[config.mk]
export PLATFORM = sky130hd
export DESIGN_NAME = sram_dff_param
export DESIGN_NICKNAME = d
export VERILOG_FILES = /design/src/rtl/sram_dff_param.sv
export SDC_FILE = /design/constraint.sdc
export NUM_CORES = 1
export LEC_CHECK = 0
export ABC_AREA = 1
export CAP_MARGIN = 10
export CORE_MARGIN = 1.5
export CORE_UTILIZATION = 50
export DETAILED_ROUTE_END_ITERATION = 8
export GPL_TIMING_DRIVEN = 0
export HOLD_SLACK_MARGIN = 0.1
export PLACE_DENSITY = 0.69
export SLEW_MARGIN = 20
export SYNTH_ARGS = -nofsm -noshare
export SYNTH_HDL_FRONTEND = slang
export SYNTH_SLANG_ARGS = --single-unit
[constraint.sdc]
create_clock -name clk -period 6.27 [get_ports clk]
set_clock_uncertainty 0.2 [all_clocks]
set_input_delay 0.627 -clock clk [delete_from_list [all_inputs] [get_ports clk]]
set_output_delay 0.627 -clock clk [all_outputs]
set_load 0.01 [all_outputs]
[src/rtl/sram_dff_param.sv]
// Parametrised flip-flop register file: one write port with byte enables, one registered
// read port with valid strobe, and a sequencer that fills every word with a constant.
module sram_dff_param #(
    parameter int                DATA_W  = 32,
    parameter int                DEPTH   = 8,
    parameter int                ADDR_W  = $clog2(DEPTH),
    parameter bit                RDW_NEW = 1'b1,
    parameter logic [DATA_W-1:0] FILL    = '0
) (
    input  logic                  clk,
    input  logic                  reset,
    input  logic                  we,
    input  logic [ADDR_W-1:0]     wadd,
    input  logic [DATA_W-1:0]     wd,
    input  logic [DATA_W/8-1:0]   be,
    input  logic                  re,
    input  logic [ADDR_W-1:0]     radd,
    output logic [DATA_W-1:0]     rd,
    output logic                  rvalid,
    input  logic                  clr,
    output logic                  busy,
    output logic                  done
);

    localparam int BYTES = DATA_W / 8;

    typedef enum logic {
        S_IDLE,
        S_FILL
    } state_t;

    state_t              state, next_state;
    logic [ADDR_W-1:0]   cnt, cnt_next;
    logic                busy_next, done_next;
    logic                busy_p1, done_p1;
    logic [DATA_W-1:0]   rd_p1;
    logic                vld_p1;
    logic [DATA_W-1:0]   mem [DEPTH];

    function automatic logic in_range(input logic [ADDR_W-1:0] a);
        return {{(32-ADDR_W){1'b0}}, a} < 32'(DEPTH);
    endfunction

    function automatic logic [DATA_W-1:0] merge(input logic [DATA_W-1:0] old_w,
                                                input logic [DATA_W-1:0] new_w,
                                                input logic [BYTES-1:0]  en);
        logic [DATA_W-1:0] res;
        res = old_w;
        for (int i = 0; i < BYTES; i++) begin
            if (en[i]) res[8*i +: 8] = new_w[8*i +: 8];
        end
        return res;
    endfunction

    always_comb begin
        next_state = state;
        cnt_next   = cnt;
        busy_next  = 1'b0;
        done_next  = 1'b0;
        case (state)
            S_IDLE: begin
                if (clr) begin
                    next_state = S_FILL;
                    cnt_next   = '0;
                    busy_next  = 1'b1;
                end
            end
            S_FILL: begin
                if (cnt == ADDR_W'(DEPTH - 1)) begin
                    next_state = S_IDLE;
                    cnt_next   = '0;
                    done_next  = 1'b1;
                end else begin
                    cnt_next  = cnt + 1'b1;
                    busy_next = 1'b1;
                end
            end
            default: next_state = S_IDLE;
        endcase
    end

    always_ff @(posedge clk) begin
        if (reset) begin
            state   <= S_IDLE;
            cnt     <= '0;
            busy_p1 <= 1'b0;
            done_p1 <= 1'b0;
        end else begin
            state   <= next_state;
            cnt     <= cnt_next;
            busy_p1 <= busy_next;
            done_p1 <= done_next;
        end
    end

    // Storage: the fill sequencer owns the array while it runs
    always_ff @(posedge clk) begin
        if (reset) begin
            for (int i = 0; i < DEPTH; i++) mem[i] <= '0;
        end else if (state == S_FILL) begin
            mem[cnt] <= FILL;
        end else if (we && in_range(wadd)) begin
            mem[wadd] <= merge(mem[wadd], wd, be);
        end
    end

    // Read stage p1: one-cycle latency, same-address bypass selectable
    always_ff @(posedge clk) begin
        if (reset) begin
            rd_p1  <= '0;
            vld_p1 <= 1'b0;
        end else if (state == S_FILL || !re) begin
            vld_p1 <= 1'b0;
        end else begin
            vld_p1 <= 1'b1;
            if (!in_range(radd))
                rd_p1 <= '0;
            else if (RDW_NEW && we && wadd == radd)
                rd_p1 <= merge(mem[radd], wd, be);
            else
                rd_p1 <= mem[radd];
        end
    end

    assign rd     = rd_p1;
    assign rvalid = vld_p1;
    assign busy   = busy_p1;
    assign done   = done_p1;

endmodule

==> results of run 1 <==
-- stage by stage --
step / instances / hold slack [ns] / worst slack, ns
after global placement: 1889 / 0.253 / 2.79
final: 1944 / 0.261 / 3.25
after global routing: 1944 / 0.281 / 3.18
after floorplan: 1437 / 0.289 / 3.83
after detailed placement: 1889 / 0.254 / 2.74
after CTS: 1944 / 0.264 / 3.31
-- per-layer routing --
layer  vias up  global-route usage (%)
li1       5117                       -
met1      5255                    37.8
met2       540                    45.9
met3        78                    3.50
met4         0                    9.54
met5         -                       0
-- kinds of logic (layout without fill, tap and decap cells) --
family | after synthesis | count (layout) | share of synthesized area (%)
and+or+nand+nor | 981 | 981 | 33.2
adders and majority gates | 2 | 2 | 0.180
buffers and inverters | 121 | 256 | 4.09
DFF | 294 | 294 | 60.8
AOI/OAI and AO/OA | 39 | 39 | 1.71
-- cells in the mapped netlist (all sizes together) --
| library cell | count |
|---|---|
| a211oi | 2 |
| a21oi | 33 |
| a22oi | 2 |
| buf | 35 |
| clkbuf | 37 |
| dfxtp | 38 |
| edfxtp | 256 |
| ha | 2 |
| inv | 49 |
| nand2 | 414 |
| nand3 | 264 |
| nand3b | 1 |
| nand4 | 32 |
| nor2 | 269 |
| nor3 | 1 |
| o211ai | 2 |
-- where the power goes --
group | switching (mW) | total [mW] | internal [mW]
clock network | 0.734 | 1.70 | 0.967
logic | 0.364 | 0.517 | 0.153
registers | 0.0271 | 2.24 | 2.21
-- area by class of cell --
cell class | count | area, µm²
Tap cell | 372 | 465
Buffer | 72 | 379
Fill cell | 2326 | 11000
Inverter | 49 | 189
Clock buffer | 44 | 885
Multi-Input combinational cell | 1022 | 4880
Timing Repair Buffer | 80 | 801
Sequential cell | 294 | 8450
Clock inverter | 11 | 46.3
-- critical path, delay by kind of cell --
kind	cells	cell delay [ns]
compound gates	1	0.19
buf+inv	4	1.17
simple gates	5	1.00
-- worst max path at each step --
stage | from | to | cells after the start
2_1_floorplan | we | mem[0][10] | 10
3_3_place_gp | be[1] | mem[0][17] | 9
3_5_place_dp | reset | mem[0][14] | 10
4_1_cts | reset | mem[0][15] | 10
5_1_grt | reset | mem[0][25] | 10
6_report | reset | mem[0][15] | 10
-- sequential cells by signal, indices dropped and copies added (netlist names) --
name and cells:
cnt 3, done 1, rd 32, busy 1, rvalid 1, mem 256
==> impl_metrics.env, run 1 <==
export IMPL_placement_cell_area_mm2=0.0152
export IMPL_final_net_count=1598
export IMPL_wl_met2_mm=18.7
export IMPL_drt_met1_wl_mm=16.3
export IMPL_place_gp_congestion=0.901
export IMPL_hp_class="reg2reg"
export IMPL_final_hold_viol_count=0
export IMPL_max_stage_delay_ns=0.64
export IMPL_cts_resized=0
export IMPL_vdd_drop_max_v=0.000200
export IMPL_finalCritPeriodShare_pct=48.1
export IMPL_io_buffers=80
export IMPL_fmax_mhz=332
export IMPL_antennaDiodeCount=0
export IMPL_grt_setup_unrepaired="false"
export IMPL_endpoint_kind="flop"
export IMPL_dpl_hpwl_mm=27.6
export IMPL_worstMarginPinSlew_ns=0.843
export IMPL_fin_crit_ns=3.02
export IMPL_tns_ns=0
export IMPL_finalInstanceArea_mm2=0.0161
export IMPL_clock_sinks=294
export IMPL_setup_viol=0
export IMPL_cts_hold_buf=0
export IMPL_cp_arrival_ns=3.02
export IMPL_critPathKind="in2reg"
export IMPL_antenna_found_initial=0
export IMPL_core_area_mm2=0.0271
export IMPL_start_kind="primary input"
export IMPL_ant_nets=0
export IMPL_firstDrtPassIters=6
export IMPL_top_layer_used="met4"
export IMPL_netlist_area_mm2=0.0139
export IMPL_die_h_um=170
export IMPL_yosysTopAreaCellShare_pct=55.3
export IMPL_cts_buffers=30
export IMPL_worst_r2r_endpoint="mem[0][15]"
export IMPL_maxSlewViolCount=0
export IMPL_grt_usage_pct=27.7
export IMPL_rr_worst_depth=10
export IMPL_cts_root_buf="clkbuf_16"
export IMPL_most_common_layout_cells="400 x nand2_1, 264 x nor2_1, 263 x nand3_1"
export IMPL_final_core_util_pct=59.4
export IMPL_synth_ff_latch_count=294
export IMPL_clk_latency_ns=0.56
export IMPL_wl_per_cell_um=20.4
export IMPL_min_to="rd[12]"
export IMPL_postCtsSetupRepairBufs=0
export IMPL_grt_max_degree=15
export IMPL_initial_core_util_pct=51.3
export IMPL_syn_to_final_growth_pct=15.8
export IMPL_drive_gt1_share_pct=7.63
export IMPL_p_leak_nw=5.91
export IMPL_slew_headroom_pct=43.8
export IMPL_ys_seq_area_share_pct=60.8
export IMPL_r2r_start="busy"
export IMPL_cts_buffer_depth=3
export IMPL_initialDrtViolationCount=1214
export IMPL_syn_nets=1486
export IMPL_crit_fanout=10
export IMPL_vias=11000
export IMPL_worstHoldPathCells=2
export IMPL_p_total_mw=4.45
export IMPL_drc=0
export IMPL_wl_met3_mm=3.57
export IMPL_ys_warn_count=0
export IMPL_grt_pass1_wl_mm=59.5
export IMPL_rows=60
export IMPL_ff2ff_setup_slack_ns=3.52
export IMPL_cts_tree="built"
export IMPL_netlist_instances=1437
export IMPL_grt_overflow_total=0
export IMPL_synthDistinctLibCells=29
export IMPL_via_per_inst=5.65
export IMPL_die_w_um=170
export IMPL_layout_commonest_cell="nand2_1"
export IMPL_io_pins=82
export IMPL_cp_cell_sequence="clkdlybuf4s50_1 > inv_2 > o211ai_4 > nand2_8 > nand2_4 > nand2_4 > inv_6 > buf_12 > nand4_4 > nand2_1"
export IMPL_critPathMostFrequentCell="nand2_4"
export IMPL_cts_reportedPaths_clkPinSlew_ns=0.06
export IMPL_slowest_stage="clkdlybuf4s50_1"
export IMPL_grt_pass1_vias=10600
export IMPL_dieArea_mm2=0.0288
export IMPL_drt_total_wl_mm=39.6
export IMPL_cellPowerDensity_mw_per_mm2=277
export IMPL_synth_area_leaders="edfxtp_1 55%, nand2_1 11%, nand3_1 9.5%"
export IMPL_min_delay_start="rd[12]"
export IMPL_avgSynthCellArea_um2=9.67
export IMPL_max_cap_violations=0
export IMPL_status="completed"
export IMPL_yosysTopAreaCell="edfxtp_1"
export IMPL_crit_required_ns=6.27
export IMPL_htreeDepth=1
Power figures use the tool's default switching activity.
==> run 2, diff against run 1 <==
Settings changed: PLACE_DENSITY 0.69 to 0.71.
Clock period 6.27 ns to 2.7 ns, I/O delays scaled along.
==> run 2 against run 1 <==
Compared with the run above:
- final cell count rose by 0.10%
- die area did not move
- total power rose by 140%
==> impl_metrics.env, run 2 (same netlist as run 1, synthesis figures left out) <==
export IMPL_drc=0
export IMPL_via_per_inst=5.70
export IMPL_place_gp_congestion=0.914
export IMPL_initial_core_util_pct=51.3
export IMPL_layout_commonest_cell="nand2_1"
export IMPL_antenna_found_initial=0
export IMPL_drive_gt1_share_pct=8.89
export IMPL_cts_buffer_depth=3
export IMPL_setup_viol=0
export IMPL_max_cap_violations=0
export IMPL_slew_headroom_pct=42.6
export IMPL_p_leak_nw=5.97
export IMPL_cellPowerDensity_mw_per_mm2=668
export IMPL_rr_worst_depth=9
export IMPL_fin_hold_ws_ns=0.203
export IMPL_fmax_mhz=374
export IMPL_rows=60
export IMPL_power_frac_comb_pct=11.1
export IMPL_final_net_count=1599
export IMPL_cts_reportedPaths_clkPinSlew_ns=0.06
export IMPL_wl_per_cell_um=20.2
export IMPL_cp_arrival_ns=2.87
export IMPL_cts_tree="built"
export IMPL_maxSlewViolCount=0
export IMPL_ff2ff_setup_slack_ns=0.06
export IMPL_cts_buffers=30
export IMPL_start_kind="primary input"
export IMPL_stdcell_count=1946
export IMPL_intPower_mw=8.24
export IMPL_min_to="rd[6]"
export IMPL_r2r_start="busy"
export IMPL_vdd_drop_max_v=0.000390
export IMPL_grt_max_degree=15
export IMPL_antennaDiodeCount=0
export IMPL_worstHoldPathCells=5
export IMPL_drt_total_wl_mm=39.3
export IMPL_initialDrtViolationCount=1305
export IMPL_grt_overflow_total=0
export IMPL_io_pins=82
export IMPL_dpl_hpwl_mm=27.4
export IMPL_most_common_layout_cells="385 x nand2_1, 264 x nor2_1, 263 x nand3_1"
export IMPL_vias=11100
export IMPL_hp_class="in2reg"
export IMPL_sw_frac_of_total_pct=24.3
export IMPL_worst_r2r_endpoint="mem[6][15]"
export IMPL_fin_crit_ns=2.67
export IMPL_critPathKind="in2reg"
export IMPL_io_buffers=80
export IMPL_endpoint_kind="flop"
export IMPL_seq_power_share_pct=47.7
export IMPL_p_total_mw=10.9
export IMPL_status="completed"
export IMPL_final_hold_viol_count=0
export IMPL_grt_pass1_vias=10500
export IMPL_largest_register_ffs=256
export IMPL_p_switching_mw=2.64
export IMPL_htreeDepth=1
export IMPL_dp_cells=1889
export IMPL_regMostFlops="mem"
export IMPL_grt_setup_unrepaired="true"
export IMPL_grt_usage_pct=27.5
export IMPL_crit_fanout=8
export IMPL_p_clk_share_pct=41.1
export IMPL_min_delay_start="wd[6]"
export IMPL_clock_sinks=294
export IMPL_finalCritPeriodShare_pct=99.0
export IMPL_grt_pass1_wl_mm=58.9
export IMPL_dieArea_mm2=0.0288
export IMPL_die_h_um=170
export IMPL_crit_required_ns=2.90
export IMPL_worstMarginPinSlew_ns=0.861
export IMPL_cts_root_buf="clkbuf_16"
export IMPL_die_w_um=170
export IMPL_ant_nets=0
export IMPL_core_area_mm2=0.0271
export IMPL_clk_latency_ns=0.56
export IMPL_firstDrtPassIters=6
export IMPL_syn_to_final_growth_pct=17.2
==> run 2: cell count changes in the layout (fill, tap and decap cells not counted), sizes merged <==
cell         change
bufinv           +6
dlygate4sd3      +1
clkinv           -5
clkinvlp         +1
clkbuf           -1
==> run 2: worst max-delay path: stages <==
cell,delay (ns)
dlygate4sd3_1,0.52
buf_2,0.28
inv_2,0.18
nand2_1,0.10
nand2_1,0.06
nor2_1,0.34
nand2_1,0.31
nor2_2,0.51
nand2_1,0.10
nand3_1,0.11
a21oi_1,0.09
==> run 2: worst max-delay path by stage <==
| stage | start | end | slack (ns) | cells past startpoint |
|---|---|---|---|---|
| global placement | be[1] | mem[5][16] | -0.42 | 9 |
| CTS | busy | mem[0][13] | 0.006 | 10 |
| detailed placement | be[1] | mem[0][17] | -0.47 | 9 |
| floorplan | busy | mem[0][10] | 0.48 | 10 |
| finish | radd[2] | rd[23] | 0.03 | 11 |
| global route | radd[2] | rd[14] | -0.10 | 11 |
==> run 2: final cells by class <==
class,instances,area (µm²)
clock inverter,13,214
multi-input combinational,1022,4920
inverter,49,189
tap,372,465
clock buffer,43,851
timing repair buffer,81,811
fill,2272,10800
buffer,72,382
sequential,294,8450
==> run 2: power groups by stage <==
| stage | sequential (mW) | clock (mW) | combinational (mW) |
|---|---|---|---|
| CTS | 5.19 | 4.48 | 1.19 |
| detailed placement | 5.29 | 0 | 1.18 |
| floorplan | 5.29 | 0 | 0.712 |
| global placement | 5.28 | 0 | 1.16 |
| finish | 5.19 | 4.48 | 1.21 |
| global route | 5.21 | 4.65 | 1.30 |
==> run 2: per-stage QoR <==
stage	cell area, µm²	util [%]	setup WS (ns)	setup TNS (ns)
after floorplan	13900	-	0.484	0
after global placement	15200	55.9	-0.421	-124.03
after global routing	16300	60.1	-0.102	-0.934
final	16300	60.1	0.0269	0
after detailed placement	15200	55.9	-0.468	-124.40
after CTS	16200	59.9	0.00614	0
==> run 2: what timing repair did <==
action	CTS	global route
resized for setup	4	16
buffers inserted	0	0
hold buffers	1	0
endpoints found under the hold margin	1	0
endpoints found under the setup margin	32	123
==> run 2: per-layer routing <==
metal	part of all wire [%]	up-vias	wire length, µm	track usage, %
li1	-	5121	-	-
met1	40	5266	15800	36.8
met2	47	610	18400	43.9
met3	9.4	102	3700	5.06
met4	3.7	0	1450	12.2
met5	0	-	0	0
